===== src/rtl/lock_pkg.sv =====
// Shared definitions for the combination-lock slice:
// debounce lengths and the lock FSM state encodings.
package lock_pkg;

    localparam int LOCK_DEBOUNCE_SIM   = 4;
    localparam int LOCK_DEBOUNCE_BOARD = 1000000;

    typedef enum logic [2:0] {
        S0 = 3'b000,
        S1 = 3'b001,
        S2 = 3'b010,
        S3 = 3'b011,
        S4 = 3'b100,
        S5 = 3'b101
    } lock_state_e;

endpackage


===== src/rtl/lock_debounce_ch.sv =====
// One pushbutton channel: two-flop synchroniser, debounce counter,
// stable level and release-arming, with a combinational press candidate.
module lock_debounce_ch
    import lock_pkg::*;
#(
    parameter int DEBOUNCE_CYCLES = 16
) (
    input  logic CLK,
    input  logic RST,
    input  logic btn,
    output logic level,
    output logic rise
);

    localparam int CNT_W = $clog2(DEBOUNCE_CYCLES) + 1;
    localparam logic [CNT_W-1:0] CNT_MAX = CNT_W'(DEBOUNCE_CYCLES - 1);

    logic             sync1_q;
    logic             sync2_q;
    logic             stable_q, stable_d;
    logic             armed_q, armed_d;
    logic [CNT_W-1:0] cnt_q, cnt_d;
    logic [1:0]       fill_q, fill_d;

    always_comb begin
        stable_d = stable_q;
        armed_d  = armed_q;
        cnt_d    = cnt_q;
        fill_d   = (fill_q == 2'd2) ? fill_q : fill_q + 2'd1;

        if (sync2_q == stable_q) begin
            cnt_d = '0;
        end else if (cnt_q == CNT_MAX) begin
            stable_d = sync2_q;
            cnt_d    = '0;
        end else begin
            cnt_d = cnt_q + 1'b1;
        end

        // The reset zeros in the synchroniser are not a real release;
        // only a 0 that has travelled in from the pin arms the channel.
        if (fill_q == 2'd2 && !sync2_q) begin
            armed_d = 1'b1;
        end

        rise = stable_d & ~stable_q & armed_q;
    end

    always_ff @(posedge CLK) begin
        if (!RST) begin
            sync1_q  <= 1'b0;
            sync2_q  <= 1'b0;
            stable_q <= 1'b0;
            armed_q  <= 1'b0;
            cnt_q    <= '0;
            fill_q   <= 2'd0;
        end else begin
            sync1_q  <= btn;
            sync2_q  <= sync1_q;
            stable_q <= stable_d;
            armed_q  <= armed_d;
            cnt_q    <= cnt_d;
            fill_q   <= fill_d;
        end
    end

    assign level = stable_q;

endmodule


===== src/rtl/lock_button_conditioner.sv =====
// Conditions the two raw lock buttons into single-cycle press pulses,
// flagging simultaneous presses instead of passing either through.
module lock_button_conditioner
    import lock_pkg::*;
#(
    parameter int DEBOUNCE_CYCLES = 16
) (
    input  logic CLK,
    input  logic RST,
    input  logic btn_x,
    input  logic btn_x1,
    output logic x,
    output logic x1,
    output logic db_x,
    output logic db_x1,
    output logic both_err
);

    logic rise_x, rise_x1;
    logic x_q, x_d;
    logic x1_q, x1_d;
    logic both_q, both_d;

    lock_debounce_ch #(
        .DEBOUNCE_CYCLES(DEBOUNCE_CYCLES)
    ) u_ch_x (
        .CLK  (CLK),
        .RST  (RST),
        .btn  (btn_x),
        .level(db_x),
        .rise (rise_x)
    );

    lock_debounce_ch #(
        .DEBOUNCE_CYCLES(DEBOUNCE_CYCLES)
    ) u_ch_x1 (
        .CLK  (CLK),
        .RST  (RST),
        .btn  (btn_x1),
        .level(db_x1),
        .rise (rise_x1)
    );

    always_comb begin
        x_d    = rise_x & ~rise_x1;
        x1_d   = rise_x1 & ~rise_x;
        both_d = rise_x & rise_x1;
    end

    always_ff @(posedge CLK) begin
        if (!RST) begin
            x_q    <= 1'b0;
            x1_q   <= 1'b0;
            both_q <= 1'b0;
        end else begin
            x_q    <= x_d;
            x1_q   <= x1_d;
            both_q <= both_d;
        end
    end

    assign x        = x_q;
    assign x1       = x1_q;
    assign both_err = both_q;

endmodule


===== config.mk =====
export PLATFORM = sky130hd
export DESIGN_NAME = lock_button_conditioner
export DESIGN_NICKNAME = d
export VERILOG_FILES = /design/src/rtl/lock_pkg.sv /design/src/rtl/lock_debounce_ch.sv /design/src/rtl/lock_button_conditioner.sv
export SDC_FILE = /design/constraint.sdc
export NUM_CORES = 1
export LEC_CHECK = 0
export CORE_MARGIN = 2
export CORE_UTILIZATION = 48
export DETAILED_ROUTE_END_ITERATION = 8
export PLACE_DENSITY = 0.72
export SLEW_MARGIN = 10
export SYNTH_ARGS = -nofsm -noshare
export SYNTH_HDL_FRONTEND = slang
export SYNTH_HIERARCHICAL = 1
export SYNTH_SLANG_ARGS = --single-unit

===== constraint.sdc =====
create_clock -name CLK -period 1.25 [get_ports CLK]
set_input_delay 0.3125 -clock CLK [delete_from_list [all_inputs] [get_ports CLK]]
set_output_delay 0.3125 -clock CLK [all_outputs]
set_load 0.02 [all_outputs]

==> results of run 1 <==
[layout make-up]
class	count	area, um^2
clock inverters	1	7.51
multi-input cells	55	483
clock buffers	3	22.5
repair buffers	20	158
well taps	25	31.3
inverters	6	22.5
flip-flops and latches	25	505
fillers	158	553
[synth_stat cells]
master,n,area [um^2]
ha_1,6,75.1
nand2_1,2,7.51
o21a_1,2,15.0
nor2_1,10,37.5
nor2b_1,2,12.5
and3b_1,2,17.5
dfxtp_1,25,500
nand3_1,2,10.0
and3_2,1,7.51
and2_1,8,50.1
and3_1,2,12.5
inv_1,6,22.5
o21ai_0,2,10.0
xnor2_1,4,35.0
and2b_2,2,17.5
mux2i_1,2,20.0
nand3b_2,2,22.5
xor2_1,4,35.0
and4b_2,2,22.5
[repair_timing]
action / 4_1_cts / 5_1_grt
resized for setup: 17 / 5
hold buffers: 0 / 0
setup endpoints to repair: 13 / 18
pin swaps: 2 / 0
buffers inserted: 1 / 0
[state kept, by name, summed over array words and instances (netlist names), 2 cells and up]
register,cells
u_ch_x/fill_q,2
u_ch_x/cnt_q,5
u_ch_x1/fill_q,2
u_ch_x1/cnt_q,5
[metrics by stage]
stage / hold WS (ns) / power, mW / worst slack (ns)
4_1_cts: 0.458 / 1.56 / -0.0548
3_5_place_dp: 0.427 / 1.19 / -0.0468
2_1_floorplan: 0.412 / 1.12 / -0.0104
5_1_grt: 0.463 / 1.64 / -0.110
6_report: 0.456 / 1.54 / -0.0479
3_3_place_gp: 0.417 / 1.17 / -0.0417
[routing by layer]
metal | vias to the layer above | part of all wire | global-route usage
li1 | 326 | - | -
met5 | - | 0 | 0
met4 | 0 | 0.0073 | 0.0973
met1 | 268 | 0.49 | 0.178
met2 | 6 | 0.48 | 0.237
met3 | 2 | 0.026 | 0.0340
[power groups by stage]
stage / logic (mW) / registers, mW / clock network, mW
CTS: 0.252 / 0.925 / 0.385
floorplan: 0.190 / 0.931 / 0
global route: 0.283 / 0.937 / 0.423
finish: 0.247 / 0.923 / 0.370
detailed placement: 0.250 / 0.943 / 0
global placement: 0.236 / 0.936 / 0
[critical path, stage by stage, from the launching register on]
cell and delay (ns):
dfxtp_2 0.38, ha_4 0.13, and3_4 0.18, ha_4 0.13, and4b_2 0.23, and3b_1 0.17
[layout by cell type (no fill, tap or decap)]
cell type         n
dfxtp_1          21
buf_4            11
nor2_1            9
and2_1            8
inv_1             6
buf_2             5
xor2_1            4
xnor2_1           4
ha_4              4
dfxtp_2           4
and3_4            3
clkbuf_4          3
clkdlybuf4s50_1   3
and3b_1           2
and4b_2           2
mux2i_1           2
nor2b_1           2
and2b_2           2
o21a_1            2
nand2_1           2
o21ai_0           2
nand3_1           2
ha_1              2
clkinvlp_4        1
buf_12            1
nand3b_4          1
nand3b_2          1
nor2_2            1
[path summary, 6_finish.rpt]
path | from | endpoint | slack (ns)
worst min register to register | u_ch_x/sync1_q | u_ch_x/sync2_q | 0.46
worst min-delay path | u_ch_x/sync1_q | u_ch_x/sync2_q | 0.46
worst max-delay path | u_ch_x1/cnt_q[1] | x | -0.05
worst max register to register | u_ch_x1/cnt_q[1] | x | -0.05
[kinds of logic after synthesis]
family	after synthesis
AND/OR/NAND/NOR	35
flip-flops	25
XOR/XNOR	8
buffers and inverters	6
adder cells (fa/ha/maj)	6
AO/OA/AOI/OAI	4
multiplexers	2
==> metrics.txt, run 1 <==
critical path class reg2reg; Yosys warning total 6; Pint 1.15 mW; IO buf count 8; Worst Path Max Fanout 3; Initial DRC Count 1; design area ~0.0012 mm^2; WL final 1360 um; Comb power frac 0.160; Min-Delay Path Depth 1; Die Y 48.0 um; Ports 9; CTS Buf Count 3; initial antenna violation count 0; vias per cell roughly 4.5; Final Core Density 0.690; Post-route DRC 0; Clock Latency Late Sink about 0.32 ns; fin cells 135; Synth Area in Compound Gates 0.0269; total track usage 0.149; Cell Area, Synth 931 um^2; Sw Share 0.255; layout cells sized above 1 0.355; synthesized-area fraction occupied by adder cells 0.0806; FF+latch count, synth 25; Initial Utilization 0.522; Detail Placement HPWL 1010 um; post-synthesis mux area share 0.0215; antenna viol nets, final 0; Longest Clk Path Bufs 2; leak pwr 0.528 nW; CTS tree built; Core Region 0.00178 mm^2; placed insts 130; Tightest Hold Check Type reg2reg; critical path data arrival time 1.53 ns; simple-gate share of the synthesized area 0.234; nets about 120; largest family of logic cells by synthesized area simple AND/OR/NAND/NOR gates; WP data required 1.49 ns; relative slew slack 0.829; NetSw 0.393 mW; max cap viols 0; CP Capture Type register; residual overflow from global routing 0; Sequential Power Share 0.599; Setup Skew 0.00832 ns; Antenna Diode Count 0; Worst R2R Path Depth 5; Cells after Synth 86; Die Width 48.0 um; status complete, but fails checks; H-Tree Depth 1; fin crit share 1.04; Power Density 1250 mW/mm^2; largest net degree at the start of global routing 18; Final setup viols 3; Sink Count 25; setup TNS -0.115 ns; crit path launch type register; max-slew violations 0; vias in the first global route between 500 and 600; GP Congestion 0.632; failing checks negative setup slack; Worst Tran Pin Value 0.256 ns; TritonRoute pass-1 iters 2; Final Hold Vio Count 0; RSZ-0062 raised after global routing yes; vias 602; Root Buffer clkbuf_4; # rows 15; post-layout min period 1.30 ns; clock-pin slew on the worst setup and hold paths around 0.14 ns; first-pass GRT wire length 2280 um; syn_area_per_cell 10.8 um^2; Mapped Nets 96; peak supply drop 0.810 mV; share of the yosys chip area belonging to registers 0.538; Clock Power Share 0.240; area post-placement 0.00121 mm^2; DR WL/cell 10.1 um; Area growth syn-to-layout 32.1%; xor/xnor cell area share of the yosys netlist 0.0753; Yosys cell types 19; die area 0.00231 mm^2; Fmax achieved about 0.77 GHz; setup slack after layout -0.0479 ns
(Power assumes the default switching activity.)
==> run 2, diff against run 1 <==
REMOVE_ABC_BUFFERS = 1   (was unset)
==> metrics.txt, run 2 (synthesized netlist as in run 1, its figures left out) <==
Final Core Density 0.691; slowest stage delay, CP 0.38 ns; WL final about 1400 um; CP Capture Type register; critical path data arrival time 1.53 ns; largest net degree at the start of global routing 15; fin crit share 1.05; CTS Buf Count 3; design area 0.00123 mm^2; met3 routed WL 37 um; first-pass GRT wire length between 2000 and 2500 um; max-slew violations 0; WP data required 1.46 ns; Final setup viols 5; Initial DRC Count 2; Power Density ~1200 mW/mm^2; relative slew slack 0.838; Area growth syn-to-layout 32.4%; CTS tree built; Post-route DRC 0; crit path buf inv count 0; Worst Path Max Fanout 3; total track usage 0.151; Ports 9; Min Hold Slack 0.459 ns; vias 643; Min-Delay Path Depth 1; Sink Count 25; Top Layer Used met4; cell chain of the critical path ha_4 > and3_4 > ha_4 > and4b_2 > and3b_1; Root Buffer clkbuf_4; leak pwr roughly 0.54 nW; placed insts 130; Longest Clk Path Bufs 2; residual overflow from global routing 0; fin cells between 100 and 150; critical path's top delay family simple AND/OR/NAND/NOR gates; TritonRoute pass-1 iters 4; Die Width 48.0 um; total power 1.51 mW; H-Tree Depth 1; peak supply drop between 0.9 and 1 mV; antenna viol nets, final 0; top flop regs u_ch_x/cnt_q x5, u_ch_x1/cnt_q x5; Fmax achieved ~0.76 GHz; Final Hold Vio Count 0; failing checks negative setup slack; vias per cell 4.69; Worst R2R Path Depth 5; max cap viols 0; critical path class reg2reg; Antenna Diode Count 0; Die Y 48.0 um; most common cell after layout, fill and taps aside dfxtp_1; IO buf count 8; Setup Skew 0.0126 ns; post-layout min period 1.32 ns; Slowest-stage cell, CP dfxtp_2; Tightest Hold Check Type reg2reg; DR WL/cell 10.3 um; # rows 15; Initial Utilization 0.522; stages on the worst setup path 5; clock-pin slew on the worst setup and hold paths ~0.14 ns; RSZ-0062 raised after global routing yes; initial antenna violation count 0; most frequent cells in the layout dfxtp_1 (21), buf_4 (13), and2_1 (8), nor2_1 (8), inv_1 (6); area post-placement 0.00112 mm^2; die area 0.00231 mm^2; most frequent CP cell ha_4; pre-CTS setup slack -0.120 ns; GP Congestion 0.703; Detail Placement HPWL 1020 um; Clock Latency Late Sink around 0.31 ns; setup TNS -0.176 ns; nets between 100 and 150; CTS Hold Buffers Added 0; status complete, but fails checks; layout cells sized above 1 0.375; Worst Tran Pin Value 0.242 ns; vias in the first global route between 600 and 700; setup slack after layout -0.0658 ns; Met2 Wirelength 708 um; Core Region between 0.0015 and 0.002 mm^2; crit path launch type register; met1 wire length 649 um
-- run 2: path summary, 6_finish.rpt --
check | from | to | slack [ns]
max reg2reg | u_ch_x1/cnt_q[0] | x | -0.07
min | u_ch_x1/sync1_q | u_ch_x1/sync2_q | 0.46
min reg2reg | u_ch_x1/sync1_q | u_ch_x1/sync2_q | 0.46
max | u_ch_x1/cnt_q[0] | x | -0.07
-- run 2: metal layers --
| metal | track usage | vias up |
|---|---|---|
| li1 | - | 331 |
| met1 | 0.174 | 299 |
| met2 | 0.243 | 11 |
| met3 | 0.0453 | 2 |
| met4 | 0.0973 | 0 |
| met5 | 0 | - |
-- run 2: repair_timing --
item                       in CTS  in global routing
gates resized for setup        29                  8
buffers inserted                1                  2
pin swaps                       3                  2
setup endpoints to repair      20                 18
-- run 2: where the power goes --
part           leakage [nW]  switching [mW]  internal, mW
Sequential            0.206          0.0435         0.878
Combinational         0.315          0.0943         0.144
Clock                0.0177           0.229         0.119
Total                 0.538           0.367          1.14
-- run 2: area by class of cell --
cell class | instances | area (um^2)
timing repair buffer | 22 | 164
fill | 139 | 551
inverter | 6 | 22.5
sequential | 25 | 505
clock inverter | 1 | 5.00
multi-input combinational | 55 | 482
clock buffer | 3 | 22.5
tap | 25 | 31.3
